<file path="src/rtl/ram_sync_core.sv">
// ram_sync_core: synchronous single-port RAM with a one-cycle registered read
// port and a self-clear sweep that zeroes every word after each reset.
// Optional feature macro: RAM_SYNC_CORE_PARITY_EN adds the q_par output,
// the XOR reduction of the word presented on q.
//
// state    | meaning
// ---------+------------------------------------------------------------
// ST_CLEAR | sweeping clr_ptr over all words writing zero; busy=1,
//          | we/re ignored, q and q_valid held at reset values
// ST_RUN   | normal operation; we/re honoured on the shared addr
module ram_sync_core #(
  parameter int ADDR_W = 4,
  parameter int DATA_W = 4
) (
  input  logic              clk,
  input  logic              rst,
  input  logic              we,
  input  logic              re,
  input  logic [ADDR_W-1:0] addr,
  input  logic [DATA_W-1:0] data,
  output logic [DATA_W-1:0] q,
  output logic              q_valid,
  output logic              busy
`ifdef RAM_SYNC_CORE_PARITY_EN
  ,
  output logic              q_par
`endif
);

  localparam int DEPTH = 2 ** ADDR_W;
  localparam logic [ADDR_W-1:0] LAST_PTR = ADDR_W'(DEPTH - 1);

  typedef enum logic {
    ST_CLEAR = 1'b0,
    ST_RUN   = 1'b1
  } state_t;

  state_t            state;
  state_t            state_next;
  logic [ADDR_W-1:0] clr_ptr;

  logic [DATA_W-1:0] mem [DEPTH];

  logic              mem_wr;
  logic [ADDR_W-1:0] mem_wr_addr;
  logic [DATA_W-1:0] mem_wr_data;
  logic              rd_fire;
  logic [DATA_W-1:0] rd_word;

  // Next-state and per-cycle memory/read commands; rst overrides everything
  // so the reset edge neither writes memory nor launches a read.
  always_comb begin
    state_next  = state;
    mem_wr      = 1'b0;
    mem_wr_addr = addr;
    mem_wr_data = data;
    rd_fire     = 1'b0;
    case (state)
      ST_CLEAR: begin
        mem_wr      = 1'b1;
        mem_wr_addr = clr_ptr;
        mem_wr_data = '0;
        if (clr_ptr == LAST_PTR) begin
          state_next = ST_RUN;
        end
      end
      ST_RUN: begin
        mem_wr  = we;
        rd_fire = re;
      end
      default: begin
        state_next = ST_CLEAR;
      end
    endcase
    if (rst) begin
      state_next = ST_CLEAR;
      mem_wr     = 1'b0;
      rd_fire    = 1'b0;
    end
  end

  // Write-first: a read colliding with a write returns the incoming data.
  // addr is shared, so any simultaneous we/re is a same-address collision.
  always_comb begin
    rd_word = we ? data : mem[addr];
  end

  // State register.
  always_ff @(posedge clk) begin
    if (rst) begin
      state <= ST_CLEAR;
    end else begin
      state <= state_next;
    end
  end

  // Sweep pointer; wraps to zero naturally after the last word.
  always_ff @(posedge clk) begin
    if (rst) begin
      clr_ptr <= '0;
    end else if (state == ST_CLEAR) begin
      clr_ptr <= clr_ptr + 1'b1;
    end
  end

  // busy drops on the same edge that writes the last word of the sweep.
  always_ff @(posedge clk) begin
    if (rst) begin
      busy <= 1'b1;
    end else if (state == ST_CLEAR && clr_ptr == LAST_PTR) begin
      busy <= 1'b0;
    end
  end

  // Storage array; not reset, the sweep zeroes it instead.
  always_ff @(posedge clk) begin
    if (mem_wr) begin
      mem[mem_wr_addr] <= mem_wr_data;
    end
  end

  // Registered read port: q holds its last value when no read is issued.
  always_ff @(posedge clk) begin
    if (rst) begin
      q       <= '0;
      q_valid <= 1'b0;
    end else if (rd_fire) begin
      q       <= rd_word;
      q_valid <= 1'b1;
    end else begin
      q_valid <= 1'b0;
    end
  end

`ifdef RAM_SYNC_CORE_PARITY_EN
  // Parity of the word loaded into q, updated in lockstep with q.
  always_ff @(posedge clk) begin
    if (rst) begin
      q_par <= 1'b0;
    end else if (rd_fire) begin
      q_par <= ^rd_word;
    end
  end
`endif

endmodule

</file>
<file path="config.mk">
export PLATFORM = sky130hd
export DESIGN_NAME = ram_sync_core
export DESIGN_NICKNAME = d
export VERILOG_FILES = /design/src/rtl/ram_sync_core.sv
export SDC_FILE = /design/constraint.sdc
export NUM_CORES = 1
export LEC_CHECK = 0
export ABC_CLOCK_PERIOD_IN_PS = 1800
export CAP_MARGIN = 15
export CORE_MARGIN = 10
export CORE_UTILIZATION = 25
export CTS_CLUSTER_DIAMETER = 120
export CTS_CLUSTER_SIZE = 28
export DETAILED_ROUTE_END_ITERATION = 8
export PLACE_DENSITY = 0.36
export SETUP_SLACK_MARGIN = 0.15
export SYNTH_ARGS = -nofsm -noshare
export SYNTH_HDL_FRONTEND = slang
export SYNTH_SLANG_ARGS = --single-unit
</file>
<file path="constraint.sdc">
create_clock -name clk -period 1.8 [get_ports clk]
set_input_delay 0.18 -clock clk [delete_from_list [all_inputs] [get_ports clk]]
set_output_delay 0.18 -clock clk [all_outputs]
set_load 0.05 [all_outputs]
</file>
; Yosys cells after proc, flatten, opt, wreduce, memory -nomap -nowiden
; Memories as Yosys holds them, arrays and structs flattened. A register that Yosys moved wholly into a read port is not among the register bits.
; Cells that the tools add are included.
[op_classes]
n_bitwise = 1
n_reduce_logical = 1
n_addsub = 1
muxes = 11
eq_ne = 1
[op_table]
columns = operator, n
row1 = 1-bit two-way mux, 8
row2 = 4-bit two-way mux, 2
row3 = 4-bit by 1-bit adder with 4-bit output (second input constant), 1
row4 = 4-bit == test (second input constant), 1
row5 = 1-bit case mux with 2 select lines, 1
row6 = 1-bit logical AND, 1
row7 = 1-bit inverter, 1
[word_totals]
input_bits = 12
elab_cells = 20
ramBits = 64
mem_count = 1
regBits = 7
[mem_list]
columns = memory, depth, width, rd, rd_ports_with_merged_regs, wr, line_no
row1 = mem, 16, 4, 1, 1, 1, 42  ; logic [DATA_W-1:0] mem [DEPTH];

; Logic depth before layout (Yosys ltp)
; Gate-level depths: netlist of run 1.
[logic_depth]
depth_word = 5
mapped_depth = 6
ltp_nobuf = 4

; Worst setup path before layout of run 1
; Ideal clock, no wire load.
[synth_timing]
path_kind = register to register
start = reg state
end = mem mem[11][0] (enable)
setup_time_ps = 329
period_less_slack_ps = 1597
arrival_ps = 1268
path_slack_ps = 203
required_ps = 1471
n_path_buf = 2
stages_incl_launch_ff = 7
path_cell_list = dfxtp_1 > buf_2 > buf_1 > nand3_1 > o21ai_0 > nand2_1 > nor2_1
[synth_between]
elab_chain_len = 5
word_cells_on_any_way = 6
[synth_lines]
columns = element, line_no
row1 = start: declaration, 38  ; state_t state;
row2 = start signal: assignment, 93  ; state <= state_next;
row3 = 1-bit inverter, -
row4 = 1-bit case mux with 2 select lines, 58  ; case (state)
row5 = 1-bit two-way mux, 75  ; if (rst) begin
row6 = 1-bit two-way mux, 117  ; if (mem_wr) begin
row7 = 1-bit two-way mux (not written as such), 118  ; mem[mem_wr_addr] <= mem_wr_data;
row8 = end: declaration, 42
; Several ways; a longest one is shown, not always the timed one.

==> flow_summary.json, run 1 <==
{
  "ant_nets": 0,
  "top_usage_layer": "met2",
  "drt-pass1-iter-count": 4,
  "rsz0062_at_grt": "yes",
  "crit_end": "q[1]",
  "r2r_setup_slack_ns": 0.20,
  "synth_seq_area_share": 0.692,
  "crit_path_end_kind": "flop",
  "die_h_um": 131,
  "synth_ff_type": "edfxtp_1",
  "slowest_delay_ns": 0.47,
  "synth_area_um2": 3090,
  "hold_class": "reg2reg",
  "setup.worst_path.start_class": "flop",
  "first_iter_violations": 117,
  "p_leak_nw": 1.53,
  "p_sw_mw": 0.791,
  "fmax_mhz": 623,
  "first_global_vias": 1936,
  "die_w_um": 131,
  "htree_num_levels": 3,
  "ys_seq_elements": 75,
  "grt_max_degree": 17,
  "die_area_um2": 17200,
  "gr-total-overflow": 0,
  "post_drt_wl_per_cell_um": 17.3,
  "routabilityCongestion": 0.736,
  "synth-edff-count": 64,
  "outcome": "completed",
  "power.total_mw": 4.15,
  "grt_use_met2": 0.133,
  "n_fill_cell": 1160,
  "clock_power_share": 0.483,
  "drive_above_1_share": 0.299,
  "fin_crit_ns": 1.60,
  "yosysWarnings": 0,
  "fin_tns_setup_ns": 0,
  "finalSetupViolCount": 0,
  "drv_cap": 0,
  "path_cells": "mux4_2 > mux2i_2 > nor2_1 > or3_1",
  "port-buffer-count": 17,
  "area_delta_synth_final_pct": 34.2,
  "n_antenna_cell": 0,
  "vias_per_cell": 4.28,
  "setup_ws_ns": 0.195,
  "skew_ns": 0.00931,
  "synthesis.nets": 215,
  "worstPathRequired_ns": 2.01,
  "grt_first_pass_wirelength_mm": 11.7,
  "place_hpwl_mm": 5.42,
  "drcViolationCount": 0,
  "clk_latency_ns": 0.33,
  "root_buffer": "clkbuf_16",
  "clock-sinks": 75,
  "timing.final.hold_violations": 0,
  "reg2reg_from": "mem[14][1]",
  "pin_count": 18,
  "dp.cells": 417,
  "syn_area_per_cell_um2": 15.3,
  "ir_drop_mv": 0.401,
  "fin_nets": 277,
  "met3_usage": 0.0278,
  "seqPwrFrac": 0.457,
  "finalMaxSlewViolations": 0,
  "netlist_instances": 202,
  "grt_usage": 0.0896,
  "cts_hold_buffers": 0,
  "ctsLongestPathBuffers": 2,
  "clkTransAtPathRegs_ns": 0.06,
  "slew_headroom": 0.525,
  "wirelength_mm": 7.56,
  "crit_start": "mem[14][1]",
  "fp-row-count": 40,
  "worst-path-max-fanout": 1,
  "core_um2": 12100,
  "holdWs_ns": 0.458,
  "worst-setup-path-type": "reg2reg",
  "use_met1": 0.122,
  "async_reset_ff_frac": 0,
  "powerDensity_nw_per_um2": 999,
  "netlist-cell-type-count": 32,
  "final_cells": 436,
  "swShare": 0.190,
  "vias": 1868,
  "pre_cts_ws_ns": -0.450,
  "cts_buffers": 9,
  "critPathArrivalTime_ns": 1.81,
  "initial_core_util": 0.257,
  "antenna_found_initial": 0,
  "r2r-end": "q[1]",
  "internal_power_mw": 3.36,
  "cpMaxStageDelayCell": "mux4_2",
  "period_share": 0.892,
  "combPwrFrac": 0.060,
  "reg2reg_depth": 4,
  "cts_tree": "done",
  "worst_slew_pin_slew_ns": 0.713
}
-- state kept, by name (all words and copies together), names as in the netlist --
name,cells
mem,64
clr_ptr,4
state,1
busy,1
q_valid,1
q,4
-- placed cells by master, fill, tap and decap left out, drive strengths merged, types with 2 or more instances in the layout --
| cell | Yosys | routed |
|---|---|---|
| edfxtp | 64 | 64 |
| buf | 7 | 43 |
| nor2 | 34 | 34 |
| mux4 | 14 | 14 |
| nand2 | 11 | 11 |
| dfxtp | 11 | 11 |
| mux2i | 11 | 11 |
| clkbuf | 2 | 10 |
| clkdlybuf4s50 | 0 | 9 |
| a21oi | 6 | 6 |
| nor2b | 6 | 6 |
| dlygate4sd2 | 0 | 5 |
| and2 | 4 | 4 |
| a31oi | 4 | 4 |
| nand4 | 4 | 4 |
| nand3 | 3 | 3 |
| or3 | 3 | 3 |
| bufinv | 0 | 3 |
| inv | 2 | 2 |
| o21ai | 2 | 2 |
| or4 | 2 | 2 |
| xnor2 | 2 | 2 |
| dlymetal6s2s | 0 | 2 |
| clkinv | 0 | 2 |
-- layer usage --
layer / vias to the layer above / routed length (um)
met5: - / 0
met1: 919 / 3730
met4: 0 / 144
met2: 47 / 3380
li1: 891 / -
met3: 11 / 311
-- kinds of logic (layout without fill, tap and decap cells) --
group	Yosys count	after routing	synth area share
xor+xnor	3	3	0.00849
simple gates	70	70	0.105
compound gates	17	17	0.0344
fa+ha+maj	1	1	0.00404
buf+inv	11	77	0.0170
flops	75	75	0.692
mux	25	25	0.139
-- worst max-delay path: cells and delay by family (launching register included) --
family | cells | cell delay (ns)
and+or+nand+nor | 2 | 0.41
DFF | 1 | 0.38
muxes | 2 | 0.69
-- stage by stage --
| step | util | instance area (um^2) |
|---|---|---|
| after detailed placement | 0.310 | 3730 |
| after floorplan | - | 3090 |
| final | 0.344 | 4150 |
| after CTS | 0.340 | 4100 |
| after global placement | 0.310 | 3730 |
| after global routing | 0.344 | 4150 |
-- Yosys cell counts (3+ instances only) --
cell	number	area, um^2
nor2b_1	6	37.5
mux4_2	13	293
nor2_1	34	128
or3_1	3	18.8
edfxtp_1	64	1920
buf_1	3	11.3
mux2i_1	11	110
a21oi_1	6	30.0
dfxtp_1	11	220
nand2_1	11	41.3
nand3_1	3	15.0
nand4_1	4	25.0
buf_2	3	15.0
a31oi_1	4	25.0
and2_1	4	25.0
-- area by class of cell --
type                            instances  area (um^2)  area share
Clock buffer                           10          229      0.0551
Clock inverter                          5          103      0.0247
Inverter                                2         7.51     0.00181
Multi-Input combinational cell        116          938       0.226
Sequential cell                        75         2150       0.517
Tap cell                              168          210      0.0506
Timing Repair Buffer                   60          519       0.125
-- worst min-delay path by stage --
stage                      end  cells past startpoint  slack [ns]  from
after floorplan           q[1]                      2        0.38   rst
after global placement    busy                      1        0.45  busy
after detailed placement  busy                      1        0.45  busy
after CTS                 busy                      1        0.46  busy
after global routing      busy                      1        0.47  busy
final                     busy                      1        0.46  busy
-- power groups by stage --
| stage | sequential, mW | combinational (mW) | clock, mW |
|---|---|---|---|
| floorplan | 1.93 | 0.115 | 0 |
| global placement | 1.94 | 0.231 | 0 |
| detailed placement | 1.94 | 0.229 | 0 |
| CTS | 1.90 | 0.241 | 2.05 |
| global route | 1.90 | 0.268 | 2.13 |
| finish | 1.90 | 0.248 | 2.00 |
-- timing repair --
action | in CTS | in global routing
resized for setup | 15 | 11
setup buffers | 1 | 3
endpoints found under the setup margin | 65 | 33
pin swaps | 0 | 2
Power figures use the tool's default switching activity.
==> inputs of run 2 (changes only) <==
Settings changed: CORE_MARGIN 10 to not set, GPL_TIMING_DRIVEN set to 0.
==> run 2 against run 1 <==
  * Wire length fell by 2.3%
  * Final cell count is 7.3% lower
  * Critical path depth is the same
  * Cell area is 2.9% lower
  * Sequential share of layout area increased by 1.4 points
  * Clock-buffer cell count rose by 3
  * Hold slack got worse by 0.11 ns
  * Die area down 26%
  * Fmax decreased by 1.4%
  * Via count is 6.0% lower
  * Global-route usage grew 3.7 points
  * Critical path type unchanged
  * Largest power group is now sequential cells
==> flow_summary.json, run 2 (synthesized netlist as in run 1, its figures left out) <==
{
  "cpMaxStageDelayCell": "mux4_2",
  "vias": 1756,
  "gr-total-overflow": 0,
  "critPathArrivalTime_ns": 1.84,
  "powerDensity_nw_per_um2": 962,
  "largest_reg_flops": 64,
  "worst-setup-path-type": "reg2reg",
  "clk_latency_ns": 0.33,
  "setup.worst_path.start_class": "flop",
  "root_buffer": "clkbuf_16",
  "outcome": "completed",
  "antenna_found_initial": 0,
  "htree_num_levels": 3,
  "reg_top3": "mem x64, clr_ptr x4, q x4",
  "rsz0062_at_grt": "yes",
  "holdWs_ns": 0.343,
  "area_delta_synth_final_pct": 30.3,
  "cts_hold_buffers": 0,
  "clock_power_share": 0.446,
  "pre_cts_ws_ns": -0.861,
  "swShare": 0.211,
  "vias_per_cell": 4.35,
  "crit_path_end_kind": "flop",
  "die_area_um2": 12800,
  "final_cell_mix": "edfxtp_1, nor2_1, nor2_4",
  "grt_first_pass_wirelength_mm": 11.4,
  "fin_nets": 244,
  "slowest_delay_ns": 0.48,
  "finalSetupViolCount": 0,
  "ir_drop_mv": 0.414,
  "initial_core_util": 0.257,
  "port-buffer-count": 17,
  "fmax_mhz": 614,
  "path_cells": "mux4_2 > mux2i_1 > nor2_1 > or3_1",
  "core_um2": 12100,
  "slew_headroom": 0.638,
  "post_drt_wl_per_cell_um": 18.3,
  "clock-sinks": 75,
  "cts_buffers": 9,
  "finalMaxSlewViolations": 0,
  "clkTransAtPathRegs_ns": 0.06,
  "grt_usage": 0.126,
  "first_global_vias": 1817,
  "drt-pass1-iter-count": 4,
  "n_antenna_cell": 0,
  "combPwrFrac": 0.064,
  "timing.final.hold_violations": 0,
  "place_hpwl_mm": 5.01,
  "die_h_um": 113,
  "layout_commonest_cell": "edfxtp_1",
  "pin_count": 18,
  "routabilityCongestion": 0.735,
  "fin_tns_setup_ns": 0,
  "seqPwrFrac": 0.490,
  "worst_slew_pin_slew_ns": 0.544,
  "period_share": 0.904,
  "worst-path-max-fanout": 1,
  "drive_above_1_share": 0.309,
  "holdPathStages": 3,
  "fin_crit_ns": 1.63,
  "fp-row-count": 40,
  "setup_ws_ns": 0.172,
  "p_sw_mw": 0.818,
  "n_fill_cell": 1195,
  "skew_ns": 0.00891,
  "die_w_um": 113,
  "cts_tree": "done",
  "reg2reg_depth": 4,
  "internal_power_mw": 3.06,
  "worstPathRequired_ns": 2.01,
  "hold_class": "in2reg",
  "ant_nets": 0,
  "wirelength_mm": 7.39,
  "first_iter_violations": 148,
  "p_leak_nw": 1.37,
  "drcViolationCount": 0,
  "max_flop_register": "mem",
  "drv_cap": 0,
  "ctsLongestPathBuffers": 2,
  "grt_max_degree": 17
}
-- run 2: cell count changes in the layout (fill, tap and decap cells not counted), moves of 3 or more --
cell / before / now
buf_4: 39 / 1
nor2_4: 0 / 16
nor2_1: 31 / 18
nand2_1: 11 / 6
and2_1: 4 / 1
and2_2: 0 / 3
clkbuf_1: 1 / 4
nand2_4: 0 / 3
nor2_2: 3 / 0
-- run 2: path summary, 6_finish.rpt --
| kind | startpoint | to | slack, ns |
|---|---|---|---|
| hold / removal | rst | q[3] | 0.34 |
| setup reg to reg | mem[4][1] | q[1] | 0.17 |
| hold reg to reg | busy | busy | 0.47 |
| setup / recovery | mem[4][1] | q[1] | 0.17 |
-- run 2: repair_timing --
item,CTS,global route
resized for setup,75,16
endpoints found under the setup margin,137,67
pin swaps,6,11
buffers inserted,1,0
-- run 2: area by class of cell --
cell class / instances / area [um^2] / area share
well taps: 168 / 210 / 0.0521
clock buffers: 13 / 240 / 0.0596
clock inverters: 3 / 38.8 / 0.00962
inverters: 2 / 7.51 / 0.00186
plain buffers: 9 / 93.8 / 0.0233
flip-flops and latches: 75 / 2140 / 0.531
multi-input cells: 116 / 1120 / 0.279
repair buffers: 18 / 176 / 0.0437
-- run 2: through the flow --
stage | util | total power, mW | std cells | area (um^2)
2_1_floorplan | - | 2.05 | 202 | 3090
3_3_place_gp | 0.288 | 2.13 | 387 | 3470
3_5_place_dp | 0.288 | 2.13 | 387 | 3470
4_1_cts | 0.329 | 3.91 | 404 | 3970
5_1_grt | 0.334 | 4.02 | 404 | 4030
6_report | 0.334 | 3.88 | 404 | 4030
-- run 2: critical path: cells and delay by family (launching register included) --
kind             cells  cell delay, ns
DFF                  1            0.36
muxes                2            0.69
and+or+nand+nor      2            0.46
-- run 2: metal layers --
metal | global-route usage | share of wire | routed length (um) | vias up
met5 | 0 | 0 | 0 | -
met4 | 0.0500 | 0.016 | 119 | 0
met3 | 0.0337 | 0.034 | 250 | 10
met2 | 0.195 | 0.47 | 3470 | 28
met1 | 0.169 | 0.48 | 3550 | 884
li1 | - | - | - | 834
-- run 2: power by group through the flow --
| stage | clock network (mW) | logic, mW | registers, mW |
|---|---|---|---|
| floorplan | 0 | 0.115 | 1.93 |
| global placement | 0 | 0.193 | 1.94 |
| detailed placement | 0 | 0.191 | 1.94 |
| CTS | 1.77 | 0.240 | 1.90 |
| global route | 1.85 | 0.269 | 1.90 |
| finish | 1.73 | 0.248 | 1.90 |
==> inputs of run 3 (changes only) <==
Settings changed: GPL_TIMING_DRIVEN 0 to not set.
==> run 3 against run 2 <==
  * First-iteration DRC count is 33% lower
  * Fmax is 2.0% higher
  * Sequential power hardly changed
  * Worst setup slack better by 0.033 ns
  * Sequential share of layout area is 1.6 points lower
  * Wire length is 2.5% higher
  * Largest power group is now clock
==> flow_summary.json, run 3 (synthesized netlist as in run 1, its figures left out) <==
{
  "final_cells": 435,
  "place_hpwl_mm": 5.27,
  "root_buffer": "clkbuf_16",
  "pre_cts_ws_ns": -0.428,
  "swShare": 0.195,
  "fin_tns_setup_ns": 0,
  "pin_count": 18,
  "n_antenna_cell": 0,
  "crit_start": "q_valid",
  "drcViolationCount": 0,
  "grt_first_pass_wirelength_mm": 11.6,
  "holdWs_ns": 0.457,
  "critPathArrivalTime_ns": 1.42,
  "grt_max_degree": 17,
  "p_leak_nw": 1.53,
  "cts_buffers": 9,
  "worstPathRequired_ns": 1.62,
  "ir_drop_mv": 0.460,
  "fin_crit_ns": 1.60,
  "internal_power_mw": 3.37,
  "layout_commonest_cell": "edfxtp_1",
  "setup_ws_ns": 0.205,
  "cts_tree": "done",
  "combPwrFrac": 0.059,
  "drive_above_1_share": 0.296,
  "clock_power_share": 0.486,
  "rsz0062_at_grt": "yes",
  "grt_usage": 0.129,
  "ant_nets": 0,
  "drt-pass1-iter-count": 4,
  "clkTransAtPathRegs_ns": 0.06,
  "finalSetupViolCount": 0,
  "n_fill_cell": 1194,
  "max_flop_register": "mem",
  "ctsLongestPathBuffers": 2,
  "r2r_setup_slack_ns": 0.20,
  "worst-setup-path-type": "reg2out",
  "period_share": 0.886,
  "vias_per_cell": 4.23,
  "path_cells": "clkdlybuf4s50_1",
  "timing.final.hold_violations": 0,
  "die_area_um2": 12800,
  "r2r-end": "q[2]",
  "die_h_um": 113,
  "reg2reg_from": "mem[0][2]",
  "cp_num_buf_inv": 1,
  "first_global_vias": 1907,
  "clk_latency_ns": 0.32,
  "htree_num_levels": 3,
  "slowest_delay_ns": 0.79,
  "first_iter_violations": 99,
  "vias": 1838,
  "post_drt_wl_per_cell_um": 17.4,
  "initial_core_util": 0.257,
  "skew_ns": 0.00436,
  "p_sw_mw": 0.815,
  "crit_cells": 1,
  "worst-path-max-fanout": 1,
  "reg_top3": "mem x64, clr_ptr x4, q x4",
  "cpMaxStageDelayCell": "clkdlybuf4s50_1",
  "fmax_mhz": 627,
  "cts_hold_buffers": 0,
  "routabilityCongestion": 0.696,
  "clock-sinks": 75,
  "core_um2": 12100,
  "setup.worst_path.start_class": "flop",
  "dp.cells": 416,
  "drv_cap": 0,
  "post-route-util": 0.345,
  "finalMaxSlewViolations": 0,
  "outcome": "completed",
  "area_delta_synth_final_pct": 34.5,
  "die_w_um": 113,
  "fp-row-count": 40,
  "crit_end": "q_valid",
  "reg2reg_depth": 4,
  "gr-total-overflow": 0,
  "final_cell_mix": "edfxtp_1, buf_4, nor2_1",
  "slew_headroom": 0.554,
  "crit_path_end_kind": "output port",
  "antenna_found_initial": 0,
  "wirelength_mm": 7.57,
  "crit_family": "buffers and inverters",
  "worst_slew_pin_slew_ns": 0.668,
  "fin_nets": 276,
  "seqPwrFrac": 0.454,
  "hold_class": "reg2reg",
  "powerDensity_nw_per_um2": 1000,
  "largest_reg_flops": 64,
  "port-buffer-count": 17
}
run 3: cell count changes in the layout (fill, tap and decap cells not counted), moves of 3 or more:
cell and change:
buf_4 +36, nor2_4 -16, nor2_1 +15, nand2_1 +5
clkbuf_1 -4, and2_1 +3, and2_2 -3, mux2i_2 -3
nand2_4 -3
run 3: through the flow:
stage	area [um^2]	power, mW
finish	4160	4.18
global route	4160	4.33
CTS	4120	4.23
detailed placement	3730	2.16
global placement	3730	2.16
floorplan	3090	2.05
run 3: cell type report:
type	instances	area [um^2]	share of cell area
Tap cell	168	210	0.0505
Sequential cell	75	2140	0.515
Inverter	2	7.51	0.00180
Clock buffer	9	225	0.0541
Multi-Input combinational cell	116	932	0.224
Clock inverter	6	115	0.0277
Timing Repair Buffer	59	529	0.127
run 3: timing repair:
item,CTS,global route
pin swaps,0,2
gates resized for setup,9,15
cloned,1,0
buffers inserted,1,2
setup endpoints to repair,28,68
endpoints found under the hold margin,0,0
run 3: power by group through the flow:
stage          clock network [mW]  logic (mW)  registers (mW)
6_report                     2.03       0.248            1.90
5_1_grt                      2.16       0.269            1.90
4_1_cts                      2.09       0.246            1.90
3_5_place_dp                    0       0.228            1.93
3_3_place_gp                    0       0.227            1.94
2_1_floorplan                   0       0.115            1.93
run 3: worst register-to-register path: stages, from the launching register on:
cell and delay [ns]:
edfxtp_1 0.37, mux4_2 0.47, mux2i_2 0.20, nor2_1 0.10, or3_1 0.34
run 3: how the worst min path moves through the flow:
stage          startpoint    to  cells past startpoint
2_1_floorplan         rst  q[1]                      2
3_3_place_gp         busy  busy                      1
3_5_place_dp         busy  busy                      1
4_1_cts              busy  busy                      1
5_1_grt              busy  busy                      1
6_report             busy  busy                      1
run 3: per-layer routing:
metal	share of wire	global-route usage	wire length, um
met1	0.49	0.171	3680
met2	0.48	0.206	3600
met3	0.028	0.0343	213
met4	0.0098	0.0368	74
met5	0	0	0
